### config.mk
export PLATFORM = sky130hd
export DESIGN_NAME = logic_unit_pipe
export DESIGN_NICKNAME = d
export VERILOG_FILES = /design/src/rtl/logic_unit_pipe.sv
export SDC_FILE = /design/constraint.sdc
export NUM_CORES = 1
export LEC_CHECK = 0
export ABC_AREA = 1
export ABC_CLOCK_PERIOD_IN_PS = 2600
export CORE_UTILIZATION = 50
export CTS_BUF_LIST = sky130_fd_sc_hd__clkbuf_2
export DETAILED_ROUTE_END_ITERATION = 16
export MAX_ROUTING_LAYER = met4
export PLACE_DENSITY = 0.75
export SLEW_MARGIN = 40
export SYNTH_ARGS = -nofsm -noshare
export SYNTH_HDL_FRONTEND = slang
export SYNTH_SLANG_ARGS = --single-unit
### constraint.sdc
create_clock -name clk -period 2.6 [get_ports clk]
set_input_delay 0.52 -clock clk [delete_from_list [all_inputs] [get_ports clk]]
set_output_delay 0.52 -clock clk [all_outputs]
set_load 0.02 [all_outputs]
### src/rtl/logic_unit_pipe.sv
// Two-stage valid/ready bitwise logic unit: S1 captures operands, S2 holds the
// computed result plus zero/parity/all-ones flags for the writeback consumer.
module logic_unit_pipe #(
    parameter int WIDTH = 16
) (
    input  logic             clk,
    input  logic             rst_n,
    input  logic             in_valid,
    output logic             in_ready,
    input  logic [2:0]       op,
    input  logic [WIDTH-1:0] a,
    input  logic [WIDTH-1:0] b,
    output logic             out_valid,
    input  logic             out_ready,
    output logic [WIDTH-1:0] result,
    output logic             zero,
    output logic             parity,
    output logic             all_ones
);

    function automatic logic [WIDTH-1:0] logic_op(input logic [2:0] sel,
                                                  input logic [WIDTH-1:0] x,
                                                  input logic [WIDTH-1:0] y);
        logic [WIDTH-1:0] r;
        case (sel)
            3'b000:  r = ~(x & y);
            3'b001:  r = x & y;
            3'b010:  r = x | y;
            3'b011:  r = ~(x | y);
            3'b100:  r = x ^ y;
            3'b101:  r = ~(x ^ y);
            3'b110:  r = ~x;
            3'b111:  r = x;
            default: r = x;
        endcase
        return r;
    endfunction

    function automatic logic parity_of(input logic [WIDTH-1:0] x);
        return ^x;
    endfunction

    logic             s1_valid_q;
    logic [2:0]       s1_op_q;
    logic [WIDTH-1:0] s1_a_q;
    logic [WIDTH-1:0] s1_b_q;

    logic             s2_valid_q;
    logic [WIDTH-1:0] s2_result_q;
    logic             s2_zero_q;
    logic             s2_parity_q;
    logic             s2_all_ones_q;

    logic             s2_adv_s;
    logic             s1_adv_s;
    logic [WIDTH-1:0] result_d;
    logic             zero_d;
    logic             parity_d;
    logic             all_ones_d;

    // Handshake advance terms and the S2 next-state computation from S1 contents.
    always_comb begin
        s2_adv_s   = !s2_valid_q || out_ready;
        s1_adv_s   = !s1_valid_q || s2_adv_s;
        result_d   = logic_op(s1_op_q, s1_a_q, s1_b_q);
        zero_d     = (result_d == {WIDTH{1'b0}});
        parity_d   = parity_of(result_d);
        all_ones_d = (result_d == {WIDTH{1'b1}});
    end

    // Valid bits and S2 result/flag registers; reset discards in-flight work.
    always_ff @(posedge clk) begin
        if (!rst_n) begin
            s1_valid_q    <= 1'b0;
            s2_valid_q    <= 1'b0;
            s2_result_q   <= {WIDTH{1'b0}};
            s2_zero_q     <= 1'b1;
            s2_parity_q   <= 1'b0;
            s2_all_ones_q <= 1'b0;
        end else begin
            if (s1_adv_s) begin
                s1_valid_q <= in_valid;
            end
            if (s2_adv_s) begin
                s2_valid_q    <= s1_valid_q;
                s2_result_q   <= result_d;
                s2_zero_q     <= zero_d;
                s2_parity_q   <= parity_d;
                s2_all_ones_q <= all_ones_d;
            end
        end
    end

    // S1 operand capture; data is don't-care while the stage is invalid.
    always_ff @(posedge clk) begin
        if (s1_adv_s) begin
            s1_op_q <= op;
            s1_a_q  <= a;
            s1_b_q  <= b;
        end
    end

    assign in_ready  = s1_adv_s;
    assign out_valid = s2_valid_q;
    assign result    = s2_result_q;
    assign zero      = s2_zero_q;
    assign parity    = s2_parity_q;
    assign all_ones  = s2_all_ones_q;

endmodule

==> impl_metrics.xml, run 1 <==
<?xml version="1.0" encoding="UTF-8"?>
<metrics>
  <group name="run_status">
    <metric name="status" unit="">finished clean</metric>
  </group>
  <group name="critical_path">
    <metric name="cp_common_cell" unit="">nand2_1</metric>
    <metric name="critical_path.endpoint_type" unit="">register</metric>
    <metric name="path_delay_family" unit="">simple AND/OR/NAND/NOR gates</metric>
    <metric name="timing.critical_path.arrival" unit="ns">2.81</metric>
    <metric name="critical-path-slowest-cell" unit="">edfxtp_1</metric>
    <metric name="critical_path.max_stage_delay" unit="ns">0.55</metric>
    <metric name="setup.worst_path.start_class" unit="">register</metric>
    <metric name="critical_path_buf_inv_count" unit="">3</metric>
    <metric name="cp_cell_sequence" unit="">buf_6, nor2_4, nand2_4, nor2_1, nor3_1, nand3_2, inv_2, ha_1, xnor2_2, xnor2_1, nand2_1, nand2_1, o21bai_1, inv_1</metric>
    <metric name="worstSetupPathType" unit="">register to register</metric>
    <metric name="cp_data_required_time" unit="ns">2.96</metric>
    <metric name="critPathMaxFanout" unit="">14</metric>
  </group>
  <group name="synth">
    <metric name="post_synth_num_cell_types" unit="">33</metric>
    <metric name="postSynthCellCount" unit="">472</metric>
    <metric name="netlist_area" unit="sq um">3832</metric>
    <metric name="yosys_warnings" unit="">0</metric>
    <metric name="ys_seq_area_frac" unit="">0.3839</metric>
    <metric name="avgSynthCellArea" unit="sq um">8.120</metric>
    <metric name="synth_top_cell_by_area" unit="">edfxtp_1</metric>
    <metric name="synth.area.top_cells" unit="">edfxtp_1, ha_1, dfxtp_1</metric>
    <metric name="synth_top_area_share" unit="">0.2742</metric>
    <metric name="mappedNetlistNets" unit="">557</metric>
    <metric name="ys_ff_latch" unit="">56</metric>
  </group>
  <group name="drt">
    <metric name="detail-route-antenna-nets" unit="">0</metric>
    <metric name="drc_errors" unit="">0</metric>
    <metric name="num_vias" unit="">3167</metric>
    <metric name="drt-total-wl" unit="um">7909</metric>
    <metric name="drt-wirelength-per-cell" unit="um">12.46</metric>
    <metric name="detail_route.first_pass.iterations" unit="">5</metric>
    <metric name="routed_via_density" unit="">4.987</metric>
    <metric name="first_iter_violations" unit="">195</metric>
  </group>
  <group name="clock_network">
    <metric name="htree_levels" unit="">2</metric>
    <metric name="clock_path_buffers" unit="">2</metric>
    <metric name="cts-buffers-inserted" unit="">5</metric>
    <metric name="worst_setup_hold_path_clk_slew" unit="ns">0.25</metric>
    <metric name="clock_tree.root_cell" unit="">clkbuf_2</metric>
    <metric name="cts_tree" unit="">done</metric>
    <metric name="clkSinkCount" unit="">56</metric>
    <metric name="cts.hold.buffers_added" unit="">0</metric>
    <metric name="clk_latency" unit="ns">0.42</metric>
  </group>
  <group name="grt">
    <metric name="grt_pass1_wl" unit="um">13030</metric>
    <metric name="grt_antenna_before_repair" unit="">0</metric>
    <metric name="grt_max_degree" unit="">37</metric>
    <metric name="number_of_global_route_vias_before_repair" unit="">2877</metric>
    <metric name="globalRoute.totalOverflow" unit="">0</metric>
    <metric name="global_route.usage.total" unit="">0.2203</metric>
  </group>
  <group name="place">
    <metric name="gp_congestion" unit="">0.8255</metric>
    <metric name="port-buffer-count" unit="">59</metric>
    <metric name="total_half_perimeter_wirelength_after_legalization_and_detailed_placement" unit="um">6034</metric>
  </group>
  <group name="worst_hold_path">
    <metric name="timing.hold.worst.class" unit="">register to register</metric>
  </group>
  <group name="cells_and_area">
    <metric name="area_delta_synth_final" unit="%">21.29</metric>
    <metric name="post_route_cells_drive_above_1_share" unit="">0.1250</metric>
    <metric name="layout_commonest_cell" unit="">nor2_1</metric>
    <metric name="mostFrequentLayoutCells" unit="">nor2_1, inv_1, nand2_1</metric>
    <metric name="antennaDiodeCount" unit="">0</metric>
    <metric name="final_nets" unit="">620</metric>
  </group>
  <group name="floorplan">
    <metric name="floorplan.io_pins" unit="">60</metric>
    <metric name="core" unit="sq um">7331</metric>
    <metric name="die_w" unit="um">89.55</metric>
    <metric name="initial_cell_density_of_the_core" unit="">0.5228</metric>
    <metric name="dieArea" unit="sq um">8019</metric>
    <metric name="placement_rows" unit="">31</metric>
    <metric name="die_y" unit="um">89.55</metric>
  </group>
  <group name="timing">
    <metric name="drv_slew" unit="">0</metric>
    <metric name="finalSetupViolations" unit="">0</metric>
    <metric name="fin_tns_setup" unit="ns">0</metric>
    <metric name="timing_limited_maximum_frequency" unit="GHz">0.4079</metric>
    <metric name="fin_crit" unit="ns">2.452</metric>
    <metric name="slew_headroom" unit="">0.5222</metric>
    <metric name="worst_clock_skew" unit="ns">0.006833</metric>
    <metric name="layout_worst_path_cycle_share" unit="">0.9429</metric>
    <metric name="timing_hold_violations_final" unit="">0</metric>
    <metric name="tightest_slew" unit="ns">0.7159</metric>
    <metric name="hold-worst-slack" unit="ns">0.5035</metric>
  </group>
  <group name="power">
    <metric name="power.total" unit="mW">2.113</metric>
    <metric name="p_per_area" unit="nW/um^2">454.5</metric>
    <metric name="power.leakage" unit="nW">2.187</metric>
    <metric name="power.ir.vdd_worst" unit="V">0.0001963</metric>
  </group>
  <group name="flow_run">
    <metric name="cap_viol_max_count" unit="">0</metric>
  </group>
</metrics>
-- flip-flops by register name, summed over array words and instances (netlist names) --
name        flops
parity          1
s1_b_q         16
s1_op_q         3
out_valid       1
zero            1
s1_a_q         16
result         16
s1_valid_q      1
all_ones        1
-- cell families (layout without fill, tap and decap cells) --
logic type,count (synthesis),count (layout),synth area share
AND/OR/NAND/NOR,201,201,0.2468
XOR/XNOR,6,6,0.01371
AO/OA/AOI/OAI,57,57,0.08391
flip-flops,56,56,0.3839
buffers and inverters,106,170,0.1214
adder cells (fa/ha/maj),46,46,0.1502
-- layer usage --
metal,wire (um),up-vias,share of wire,global-route usage
li1,-,1632,-,-
met2,3860,78,0.49,0.3547
met4,93,0,0.012,0.07215
met1,3646,1447,0.46,0.2827
met5,0,-,0,-
met3,308,10,0.039,0.03509
-- synth_stat cells, drive strengths merged --
library cell / number
a21oi: 11
nand3b: 1
xor2: 1
nor3: 12
o22ai: 3
buf: 15
nand4: 9
xnor2: 5
ha: 46
inv: 87
nor2: 81
nand3: 32
clkbuf: 4
nand2: 66
edfxtp: 35
o21bai: 1
o21ai: 42
dfxtp: 21
-- area by class of cell --
cell class / instances / area [sq um]
inverters: 87 / 331.6
repair buffers: 75 / 739.5
well taps: 99 / 123.9
clock buffers: 7 / 35.03
flip-flops and latches: 56 / 1471
multi-input cells: 310 / 1943
clock inverters: 1 / 3.754
fillers: 621 / 2683
-- power breakdown --
group	internal (mW)	switching [mW]	leakage, nW	total, mW
clock network	0.0719	0.253	0.0306	0.325
logic	0.337	0.392	1.61	0.729
registers	1.02	0.0442	0.544	1.06
total	1.42	0.689	2.19	2.11
-- tightest hold or removal path: stages (launching register included) --
cell and delay (ns):
dfxtp_1 0.37, nor2_1 0.10, nor2_1 0.04
-- final timing paths --
kind	startpoint	end	slack [ns]	depth (start not counted)
worst max-delay path	s1_op_q[1]	parity	0.15	14
worst min-delay path	s1_valid_q	out_valid	0.50	2
worst max register to register	s1_op_q[1]	parity	0.15	14
worst min register to register	s1_valid_q	out_valid	0.50	2
-- metrics by stage --
stage / setup WS (ns) / util / instances / area, sq um
floorplan: 0.3715 / - / 472 / 3832
global placement: 0.08721 / 0.6173 / 623 / 4526
detailed placement: 0.01607 / 0.6173 / 623 / 4526
CTS: 0.04859 / 0.6247 / 633 / 4579
global route: -0.01470 / 0.6341 / 635 / 4648
finish: 0.1484 / 0.6341 / 635 / 4648
-- repair_timing --
action                     CTS  global route
setup endpoints to repair    1             1
buffers inserted             2             2
gates resized for setup      0            11
(Power assumes the default switching activity.)
==> inputs of run 2 (changes only) <==
- REMOVE_ABC_BUFFERS: not set -> 1
==> impl_metrics.xml, run 2 (synthesis results as in run 1) <==
<?xml version="1.0" encoding="UTF-8"?>
<metrics>
  <group name="timing">
    <metric name="slew_headroom" unit="">0.5571</metric>
    <metric name="hold-worst-slack" unit="ns">0.5232</metric>
    <metric name="drv_slew" unit="">0</metric>
    <metric name="postLayoutSetupSlackWorst" unit="ns">0.09283</metric>
    <metric name="tightest_slew" unit="ns">0.6622</metric>
    <metric name="fin_tns_setup" unit="ns">0</metric>
    <metric name="layout_worst_path_cycle_share" unit="">0.9643</metric>
    <metric name="timing_limited_maximum_frequency" unit="GHz">0.3989</metric>
    <metric name="worst_clock_skew" unit="ns">0.02540</metric>
    <metric name="fin_crit" unit="ns">2.507</metric>
    <metric name="finalSetupViolations" unit="">0</metric>
    <metric name="timing_hold_violations_final" unit="">0</metric>
  </group>
  <group name="cells_and_area">
    <metric name="postLayoutCellArea" unit="sq um">4742</metric>
    <metric name="area_delta_synth_final" unit="%">23.73</metric>
    <metric name="final_nets" unit="">630</metric>
    <metric name="mostFrequentLayoutCells" unit="">nor2_1, inv_1, nand2_1</metric>
    <metric name="final_cell_count_no_fill" unit="">645</metric>
    <metric name="layout_commonest_cell" unit="">nor2_1</metric>
    <metric name="post_route_cells_drive_above_1_share" unit="">0.1484</metric>
    <metric name="antennaDiodeCount" unit="">0</metric>
    <metric name="final_core_util" unit="">0.6469</metric>
  </group>
  <group name="power">
    <metric name="power.total" unit="mW">2.165</metric>
    <metric name="power.leakage" unit="nW">2.245</metric>
    <metric name="p_per_area" unit="nW/um^2">456.6</metric>
    <metric name="power.ir.vdd_worst" unit="V">0.0002834</metric>
  </group>
  <group name="drt">
    <metric name="detail_route.first_pass.iterations" unit="">4</metric>
    <metric name="routed_via_density" unit="">5.093</metric>
    <metric name="drt-wirelength-per-cell" unit="um">13.52</metric>
    <metric name="detail-route-antenna-nets" unit="">0</metric>
    <metric name="drc_errors" unit="">0</metric>
    <metric name="first_iter_violations" unit="">182</metric>
    <metric name="drt-total-wl" unit="um">8722</metric>
    <metric name="num_vias" unit="">3285</metric>
  </group>
  <group name="critical_path">
    <metric name="critical-path-slowest-cell" unit="">edfxtp_1</metric>
    <metric name="cp_cell_sequence" unit="">buf_6, buf_4, nor2_4, nand2_4, o22ai_1, nor2_1, nand3_2, inv_1, ha_1, xor2_1, xnor2_2, nor2_1, o21bai_1, inv_1</metric>
    <metric name="critical_path.max_stage_delay" unit="ns">0.55</metric>
    <metric name="setup.worst_path.start_class" unit="">register</metric>
    <metric name="critical_path.endpoint_type" unit="">register</metric>
    <metric name="cp_data_required_time" unit="ns">3.01</metric>
    <metric name="worstSetupPathType" unit="">register to register</metric>
    <metric name="critPathMaxFanout" unit="">7</metric>
    <metric name="timing.critical_path.arrival" unit="ns">2.91</metric>
  </group>
  <group name="clock_network">
    <metric name="clock_tree.root_cell" unit="">clkbuf_2</metric>
    <metric name="cts-buffers-inserted" unit="">5</metric>
    <metric name="worst_setup_hold_path_clk_slew" unit="ns">0.29</metric>
    <metric name="htree_levels" unit="">2</metric>
    <metric name="cts_tree" unit="">done</metric>
    <metric name="clk_latency" unit="ns">0.46</metric>
    <metric name="clock_path_buffers" unit="">2</metric>
    <metric name="clkSinkCount" unit="">56</metric>
  </group>
  <group name="floorplan">
    <metric name="core" unit="sq um">7331</metric>
    <metric name="floorplan.io_pins" unit="">60</metric>
    <metric name="initial_cell_density_of_the_core" unit="">0.5228</metric>
    <metric name="dieArea" unit="sq um">8019</metric>
    <metric name="placement_rows" unit="">31</metric>
    <metric name="die_y" unit="um">89.55</metric>
    <metric name="die_w" unit="um">89.55</metric>
  </group>
  <group name="place">
    <metric name="port-buffer-count" unit="">59</metric>
    <metric name="gp_congestion" unit="">0.8611</metric>
    <metric name="dp_cells" unit="">625</metric>
    <metric name="post_dp_cell_area" unit="sq um">4516</metric>
    <metric name="dp_slack" unit="ns">0.06539</metric>
    <metric name="total_half_perimeter_wirelength_after_legalization_and_detailed_placement" unit="um">6050</metric>
  </group>
  <group name="grt">
    <metric name="grt_pass1_wl" unit="um">13170</metric>
    <metric name="grt_antenna_before_repair" unit="">0</metric>
    <metric name="global_route.usage.total" unit="">0.2252</metric>
    <metric name="number_of_global_route_vias_before_repair" unit="">2922</metric>
    <metric name="grt_max_degree" unit="">37</metric>
    <metric name="globalRoute.totalOverflow" unit="">0</metric>
  </group>
  <group name="worst_hold_path">
    <metric name="timing.hold.worst.class" unit="">register to register</metric>
  </group>
  <group name="run_status">
    <metric name="status" unit="">finished clean</metric>
  </group>
  <group name="flow_run">
    <metric name="cap_viol_max_count" unit="">0</metric>
  </group>
</metrics>
==> run 2: area by class of cell <==
class / count / area [sq um]
Clock buffer: 5 / 25.02
Clock inverter: 3 / 13.76
Fill cell: 585 / 2589
Inverter: 87 / 339.1
Multi-Input combinational cell: 311 / 1979
Sequential cell: 56 / 1471
Tap cell: 99 / 123.9
Timing Repair Buffer: 83 / 783.3
Timing Repair inverter: 1 / 6.256
==> run 2: layer usage <==
metal	vias up	track usage	wire (um)	share of wire
met1	1501	0.2694	3653	0.42
met2	111	0.3877	4262	0.49
li1	1655	-	-	-
met5	-	-	0	0
met4	0	0.07648	232	0.027
met3	18	0.03139	574	0.066
==> run 2: what timing repair did <==
action | 4_1_cts | 5_1_grt
hold buffers | 0 | 0
resized for setup | 0 | 24
setup buffers | 0 | 9
endpoints found under the setup margin | 0 | 1
endpoints found under the hold margin | 0 | 0
==> run 2: power by group <==
part,internal (mW),switching [mW],total (mW)
clock network,0.0606,0.281,0.342
logic,0.358,0.398,0.756
registers,1.02,0.0514,1.07
==> run 2: worst paths after layout <==
kind | from | slack, ns | end | cells past startpoint
min | s1_valid_q | 0.52 | out_valid | 2
max reg2reg | s1_op_q[2] | 0.09 | parity | 14
max | s1_op_q[2] | 0.09 | parity | 14
min reg2reg | s1_valid_q | 0.52 | out_valid | 2
==> run 2: worst max-delay path, delay by kind of cell (launching register included) <==
kind / cells / cell delay [ns]
AND/OR/NAND/NOR: 5 / 0.51
buffers and inverters: 4 / 0.40
flip-flops: 1 / 0.55
adder cells (fa/ha/maj): 1 / 0.30
XOR/XNOR: 2 / 0.39
AO/OA/AOI/OAI: 2 / 0.31
